[config.mk]
export PLATFORM = sky130hd
export DESIGN_NAME = fifo_wr_ctrl
export DESIGN_NICKNAME = d
export VERILOG_FILES = /design/src/rtl/fifo_wr_ctrl.sv
export SDC_FILE = /design/constraint.sdc
export NUM_CORES = 1
export LEC_CHECK = 0
export ABC_AREA = 1
export BUFFER_PORTS_ARGS = -buffer_cell sky130_fd_sc_hd__buf_4
export CAP_MARGIN = 10
export CORE_UTILIZATION = 40
export DETAILED_ROUTE_END_ITERATION = 7
export MAX_ROUTING_LAYER = met4
export SLEW_MARGIN = 20
export SYNTH_ARGS = -nofsm -noshare
export SYNTH_HDL_FRONTEND = slang
export SYNTH_SLANG_ARGS = --single-unit
[constraint.sdc]
create_clock -name clk_i -period 2.9 [get_ports clk_i]
set_clock_uncertainty 0.15 [all_clocks]
set_input_delay 0 -clock clk_i [delete_from_list [all_inputs] [get_ports clk_i]]
set_output_delay 0 -clock clk_i [all_outputs]
set_load 0.03 [all_outputs]
[src/rtl/fifo_wr_ctrl.sv]
// Write-side pointer and status controller for a dual-clock FIFO.
// Runs entirely in the write clock domain. It produces the memory write
// strobe and address, and the Gray write pointer for the read-domain
// synchronizer. Full, almost-full and used-word status are computed against
// the synchronized Gray read pointer. Status is pessimistic because the read
// pointer arrives late, so a stale read pointer can only overstate fill.
module fifo_wr_ctrl #(
  parameter int AWIDTH      = 3,
  parameter int ALMOST_FULL = 6
) (
  input  logic              clk_i,
  input  logic              srst_i,
  input  logic              wrreq_i,
  input  logic [AWIDTH:0]   rd_pntr_gray_i,
  output logic              wr_en_o,
  output logic [AWIDTH-1:0] wr_addr_o,
  output logic [AWIDTH:0]   wr_pntr_gray_o,
  output logic              full_o,
  output logic              almost_full_o,
  output logic [AWIDTH:0]   wrusedw_o
);

  localparam int PW = AWIDTH + 1;

  // Binary to reflected Gray code.
  function automatic logic [PW-1:0] bin2gray(input logic [PW-1:0] b);
    return b ^ (b >> 1);
  endfunction

  // Gray to binary as an XOR prefix running from the MSB downward.
  function automatic logic [PW-1:0] gray2bin(input logic [PW-1:0] g);
    logic [PW-1:0] b;
    b[PW-1] = g[PW-1];
    for (int i = PW - 2; i >= 0; i--) begin
      b[i] = b[i+1] ^ g[i];
    end
    return b;
  endfunction

  logic [PW-1:0] wbin;
  logic [PW-1:0] wgray;
  logic [PW-1:0] wbin_next;
  logic [PW-1:0] wgray_next;
  logic [PW-1:0] rbin;
  logic [PW-1:0] full_pattern;
  logic [PW-1:0] used_next;
  logic          full_next;
  logic          almost_full_next;

  // A write is taken only when requested, not full and not in reset.
  assign wr_en_o = wrreq_i & ~full_o & ~srst_i;

  // Compute the next pointer and all status from the next pointer and current read pointer.
  always_comb begin
    wbin_next        = wbin + PW'(wr_en_o);
    wgray_next       = bin2gray(wbin_next);
    rbin             = gray2bin(rd_pntr_gray_i);
    // Full means the write pointer is exactly one lap ahead of the read pointer.
    // In Gray code that is the read pointer with its two MSBs inverted.
    full_pattern     = {~rd_pntr_gray_i[AWIDTH:AWIDTH-1], rd_pntr_gray_i[AWIDTH-2:0]};
    full_next        = (wgray_next == full_pattern);
    used_next        = wbin_next - rbin;
    almost_full_next = (used_next >= PW'(ALMOST_FULL));
  end

  // Pointer and status registers. The Gray pointer leaves straight from this flop.
  always_ff @(posedge clk_i) begin
    if (srst_i) begin
      wbin          <= '0;
      wgray         <= '0;
      full_o        <= 1'b0;
      almost_full_o <= 1'b0;
      wrusedw_o     <= '0;
    end else begin
      wbin          <= wbin_next;
      wgray         <= wgray_next;
      full_o        <= full_next;
      almost_full_o <= almost_full_next;
      wrusedw_o     <= used_next;
    end
  end

  assign wr_addr_o      = wbin[AWIDTH-1:0];
  assign wr_pntr_gray_o = wgray;

endmodule

==> results of run 1 <==
==> power by group <==
group | internal (mW) | switching, mW | total, mW
Clock | 0.0532 | 0.0554 | 0.109
Sequential | 0.198 | 0.00627 | 0.204
Combinational | 0.0668 | 0.102 | 0.168
==> kinds of logic after synthesis <==
family,synth area share
and+or+nand+nor,0.3469
buffers and inverters,0.06902
AOI/OAI and AO/OA,0.02831
adders and majority gates,0.1168
xor gates and xnor gates,0.07081
DFF,0.3681
==> per-layer routing <==
| metal | wire (um) | vias to the layer above | GRT usage | part of all wire |
|---|---|---|---|---|
| li1 | - | 364 | - | - |
| met5 | 0 | - | - | 0 |
| met2 | 716 | 35 | 0.2824 | 0.49 |
| met3 | 89 | 2 | 0.02449 | 0.060 |
| met4 | 17 | 0 | 0.09091 | 0.012 |
| met1 | 652 | 309 | 0.2314 | 0.44 |
==> what timing repair did <==
item	in CTS	in global routing
hold endpoints to repair	12	0
setup endpoints to repair	0	1
hold buffers	4	0
resized for setup	0	1
==> metrics by stage <==
| stage | hold slack, ps | utilization | instances |
|---|---|---|---|
| 2_1_floorplan | 9.636 | - | 98 |
| 3_3_place_gp | 115.2 | 0.5540 | 133 |
| 3_5_place_dp | 113.4 | 0.5540 | 133 |
| 4_1_cts | 6.530 | 0.5960 | 141 |
| 5_1_grt | 61.69 | 0.5960 | 141 |
| 6_report | 16.44 | 0.5960 | 141 |
==> final cells by class <==
type / count / area, um2 / share of cell area
repair buffers: 24 / 190.2 / 0.2024
clock buffers: 4 / 26.28 / 0.02796
flip-flops and latches: 13 / 260.3 / 0.2770
inverters: 12 / 45.04 / 0.04794
well taps: 16 / 20.02 / 0.02130
multi-input cells: 72 / 397.9 / 0.4234
==> cell usage in the layout, fill, tap and decap left out, drive strengths merged, types with 3 or more instances in the layout <==
cell / Yosys / final
a21oi: 3 / 3
buf: 0 / 20
clkbuf: 1 / 4
dfxtp: 13 / 13
dlygate4sd3: 0 / 4
ha: 5 / 5
inv: 12 / 12
nand2: 31 / 31
nand3: 8 / 8
nor2: 13 / 13
==> tightest hold or removal path, stage by stage <==
cell and delay (ps):
buf_4 110, nand2_1 50, nand3_1 60, nand3_1 110, inv_1 70
==> sequential cells by signal, indices dropped and copies added (netlist names) <==
register and count:
almost_full_o 1, full_o 1, wbin 4, wr_pntr_gray_o 3
wrusedw_o 4
==> path summary, 6_finish.rpt <==
check                                               end  slack (ps)  cells after the start
worst min-delay path            wrusedw_o[3]$_SDFF_PP0_          20                      5
worst max register to register        full_o$_SDFF_PP0_         430                     11
worst min register to register       wbin[3]$_SDFF_PP0_         510                      3
worst max-delay path                  full_o$_SDFF_PP0_         170                     15
==> summary.md, run 1 <==
| Metric | Value |
|---|---|
| Via count | `710` |
| Die height | `44.04 um` |
| Chip width | `44.04 um` |
| Final net count | `139` |
| Avg Inst Size Synth | `7.214 um2` |
| CTS buffer count | `3` |
| Post-DR wirelength/cell | `10.46 um` |
| # DRC | `0` |
| Fillers | `165` |
| WP data required | `2910 ps` |
| Core footprint | `1577 um2` |
| Area delta synth->final | `32.92%` |
| Syn Nets | `111` |
| PortBufs | `20` |
| Via-per-instance ratio | `5.035` |
| FMAX | `366.8 MHz` |
| RSZ-0062 raised after global routing | `false` |
| EDFF count, synth | `0` |
| CP dominant cell by count | `nor2_1` |
| Delay-heaviest family, CP | `buffers and inverters` |
| Slew Limit Fails | `0` |
| Crit path launch type | `input pin` |
| Synth Warn # | `0` |
| HP Class | `input pin to register` |
| Die Area | `1940 um2` |
| First-pass GRT wire length | `2.518 mm` |
| GPL Wtd Cong | `0.8325` |
| Setup tns final | `0 ps` |
| Final total power | `480.9 uW` |
| Pin count of the biggest net entering global routing | `12` |
| CP Buf/Inv Count | `5` |
| Worst slew pin tran | `267.0 ps` |
| Crit-path cells | `dlygate4sd3_1, buf_4, inv_1, nand2_1, nor2_1, ha_1, ha_1, inv_2, nand2_1, and2_1, nor2_1, nor2_1, nand3_1, nor2_1, dlygate4sd3_1` |
| Yosys top cell area share | `0.3681` |
| Number of global-route vias before repair | `621` |
| Crit path max fanout | `11` |
| Area leader, netlist | `dfxtp_1` |
| Worst setup path start | `srst_i` |
| Initial core utilization | `0.4484` |
| DRT Pass-1 Iters | `6` |
| Worst-path clk slew | `80 ps` |
| Initial DRC count | `19` |
| Final wirelength | `1.475 mm` |
| Hold_sp | `rd_pntr_gray_i[3]` |
| Count leader, synth | `nand2_1` |
| Slowest stage cell, crit path | `dlygate4sd3_1` |
| Finish-stage setup viols | `0` |
| CTS Root Buffer Type | `clkbuf_4` |
| Inserted Diodes | `0` |
| Worst VDD drop | `0.0001761 V` |
| Clock Path Buffers | `2` |
| Minimum clock period | `2726 ps` |
| Place WS | `606.4 ps` |
| Mapped Area | `706.9 um2` |
| # rows | `14` |
| CTS tree | `built` |
| Worst relative slew slack | `0.8207` |
| Clock sinks | `13` |
| Status | `completed` |
| Pwr Density | `511.7 nW/um2` |
| H-Tree Depth | `1` |
| Pleak | `0.5035 nW` |
| Overall routing resource usage | `0.1817` |
| Fin area | `939.7 um2` |
| R2R Path Start | `full_o$_SDFF_PP0_` |
| FF+latch count, synth | `13` |
| Distinct cell type count after synthesis | `18` |
| Mapped Cells | `98` |
| Antenna violations before repair | `0` |
| Critical Setup Path Class | `input pin to register` |
| Crit path DAT | `2730 ps` |
| Post-synth ARST share | `0` |
| GR Overflow Total | `0` |
| Max Cap Violations | `0` |
| Commonest cells in the netlist | `31 x nand2_1, 13 x dfxtp_1, 13 x nor2_1` |
| Crit-path max cell delay | `550 ps` |
| Detail Route Antenna Nets | `0` |
| Final worst slack | `173.8 ps` |
| Worst skew pair latency | `270 ps` |
| I/O Pins | `21` |
| Synth area leaders | `dfxtp_1 37%, nand2_1 16%, ha_1 8.8%` |
| Sequential-to-total area share from yosys stat | `0.3681` |
| Layout cells sized above 1 | `0.2080` |
| Area after DPL | `873.3 um2` |
| Main synth FF type | `dfxtp_1` |
| Final period utilization | `0.9401` |
| Crit end category | `register` |
| Post-CTS Setup Inserts | `0` |
| Hold Vio Cnt, Final | `0` |
| DP Wirelength | `1.178 mm` |
(Power assumes the default switching activity.)
==> run 2, diff against run 1 <==
PLACE_DENSITY = 0.72   (was not set)
RECOVER_POWER = 25   (was not set)
==> run 2 against run 1 <==
Effect of this change:
- sequential share of layout area down 0.15 points
- clock-buffer cell count unchanged
- register-to-register slack is essentially flat
- die area unchanged
- first-iteration DRC count fell by 5.3%
- largest power group unchanged
==> summary.md, run 2 (synthesis gave the netlist of run 1 again) <==
| Metric | Value |
|---|---|
| Crit path launch type | `input pin` |
| Inserted Diodes | `0 (unchanged)` |
| Minimum clock period | `2720 ps (-6.133 ps)` |
| Finish-stage setup viols | `0 (unchanged)` |
| Critical Setup Path Class | `input pin to register` |
| Area after DPL | `873.3 um2 (unchanged)` |
| Area delta synth->final | `33.63%` |
| # rows | `14 (unchanged)` |
| Final wirelength | `1.544 mm (+4.7%)` |
| GR Overflow Total | `0 (unchanged)` |
| H-Tree Depth | `1 (unchanged)` |
| RSZ-0062 raised after global routing | `false` |
| Clock Path Buffers | `2 (unchanged)` |
| Pleak | `0.4919 nW (-2.3%)` |
| Worst-path clk slew | `70 ps (about the same)` |
| Final total power | `467.8 uW (-2.7%)` |
| R2R Path Start | `full_o$_SDFF_PP0_` |
| Crit path DAT | `2730 ps (about the same)` |
| Clock sinks | `13 (unchanged)` |
| DP Wirelength | `1.198 mm (+1.7%)` |
| Final period utilization | `0.9380 (-0.002115)` |
| CP Capture Point | `full_o$_SDFF_PP0_` |
| Antenna violations before repair | `0 (unchanged)` |
| # DRC | `0 (unchanged)` |
| FMAX | `367.6 MHz (+0.23%)` |
| Worst relative slew slack | `0.7586 (-0.06215)` |
| Slew Limit Fails | `0 (unchanged)` |
| I/O Pins | `21 (unchanged)` |
| Highest-count cells in the layout ignoring fill and taps | `31 x nand2_1, 16 x buf_4, 13 x nor2_1, 13 x dfxtp_1, 11 x inv_1` |
| Initial DRC count | `18 (-1)` |
| Die Area | `1940 um2 (unchanged)` |
| Initial core utilization | `0.4484 (unchanged)` |
| CTS Root Buffer Type | `clkbuf_4` |
| Worst skew pair latency | `270 ps (about the same)` |
| Overall routing resource usage | `0.2005 (+0.01879)` |
| Fin area | `944.7 um2 (+0.53%)` |
| Max Cap Violations | `0 (unchanged)` |
| GPL Wtd Cong | `0.8178 (-1.8%)` |
| Layout cells sized above 1 | `0.1797 (-0.02831)` |
| PortBufs | `20 (unchanged)` |
| Hold Vio Cnt, Final | `0 (unchanged)` |
| Core footprint | `1577 um2 (unchanged)` |
| Via-per-instance ratio | `4.854 (-3.6%)` |
| Worst setup path start | `srst_i` |
| CTS buffer count | `3 (unchanged)` |
| DRT Pass-1 Iters | `4 (-2)` |
| Die height | `44.04 um (unchanged)` |
| Post-DR wirelength/cell | `10.72 um (+2.5%)` |
| Setup tns final | `0 ps (unchanged)` |
| Status | `completed` |
| Reg2Reg Capture Point | `full_o$_SDFF_PP0_` |
| R2r worst-path depth | `11 (unchanged)` |
| HP Class | `input pin to register` |
| Pin count of the biggest net entering global routing | `12 (unchanged)` |
| Detail Route Antenna Nets | `0 (unchanged)` |
| Worst slew pin tran | `363.7 ps (+96.69 ps)` |
| Worst VDD drop | `0.0005442 V (+210%)` |
| Hold_sp | `rd_pntr_gray_i[0]` |
| Via count | `699 (-1.5%)` |
| First-pass GRT wire length | `2.787 mm (+11%)` |
| Final net count | `142 (+2.2%)` |
| CTS tree | `built` |
| Crit end category | `register` |
| Commonest non-fill, non-tap cell in the layout | `nand2_1` |
| Crit path max fanout | `11 (unchanged)` |
| Number of global-route vias before repair | `689 (+11%)` |
| WP data required | `2910 ps (about the same)` |
| End-of-flow core utilization | `0.5992 (+0.003174)` |
| Reg2reg setup slack | `440 ps (about the same)` |
| Pwr Density | `495.2 nW/um2 (-3.2%)` |
| Chip width | `44.04 um (unchanged)` |
## run 2: cell types whose count changed in the layout (fill, tap and decap cells not counted), sizes merged
cell | before | now
clkbuf | 4 | 10
buf | 20 | 16
dlygate4sd3 | 4 | 5
## run 2: where the power goes
part	switching (mW)	internal (mW)
clock	0.0520	0.0532
combinational	0.101	0.0585
sequential	0.00561	0.198
## run 2: per-stage QoR
stage	std cells	worst slack, ps	hold WS [ps]
after floorplan	98	232.9	9.636
after global placement	133	619.7	112.1
after detailed placement	133	577.4	105.8
after CTS	142	78.87	79.04
after global routing	144	34.41	138.9
final	144	179.9	78.79
## run 2: area by class of cell
type / count / area [um2]
Clock buffer: 4 / 26.28
Fill cell: 163 / 631.9
Inverter: 12 / 45.04
Multi-Input combinational cell: 72 / 400.4
Sequential cell: 13 / 260.3
Tap cell: 16 / 20.02
Timing Repair Buffer: 27 / 192.7
## run 2: worst min-delay path by stage
stage	slack, ps	to	cells past startpoint
after floorplan	10	full_o$_SDFF_PP0_	3
after global placement	110	wr_pntr_gray_o[0]$_SDFF_PP0_	2
after detailed placement	110	wr_pntr_gray_o[0]$_SDFF_PP0_	2
after CTS	80	wrusedw_o[0]$_SDFF_PP0_	5
after global routing	140	wrusedw_o[0]$_SDFF_PP0_	5
final	80	wrusedw_o[0]$_SDFF_PP0_	5
## run 2: timing repair
| action | 4_1_cts | 5_1_grt |
|---|---|---|
| endpoints found under the setup margin | 0 | 1 |
| setup buffers | 0 | 2 |
| hold buffers | 5 | 0 |
| resized for setup | 0 | 2 |
| endpoints found under the hold margin | 13 | 0 |
## run 2: critical path, cell delays in order
cell and delay (ps):
dlygate4sd3_1 540, buf_4 170, inv_1 100, nand2_1 60, nor2_1 140, ha_2 240
ha_1 310, inv_2 150, nand2_1 80, and2_1 160, nor2_1 90, nor2_1 50
nand3_1 70, nor2_1 40, dlygate4sd3_1 540
## run 2: metal layers
metal  routed length (um)  GRT usage
met1                  648     0.2351
met2                  811     0.3500
met3                   84    0.06122
met4                    0    0.01818
met5                    0          -
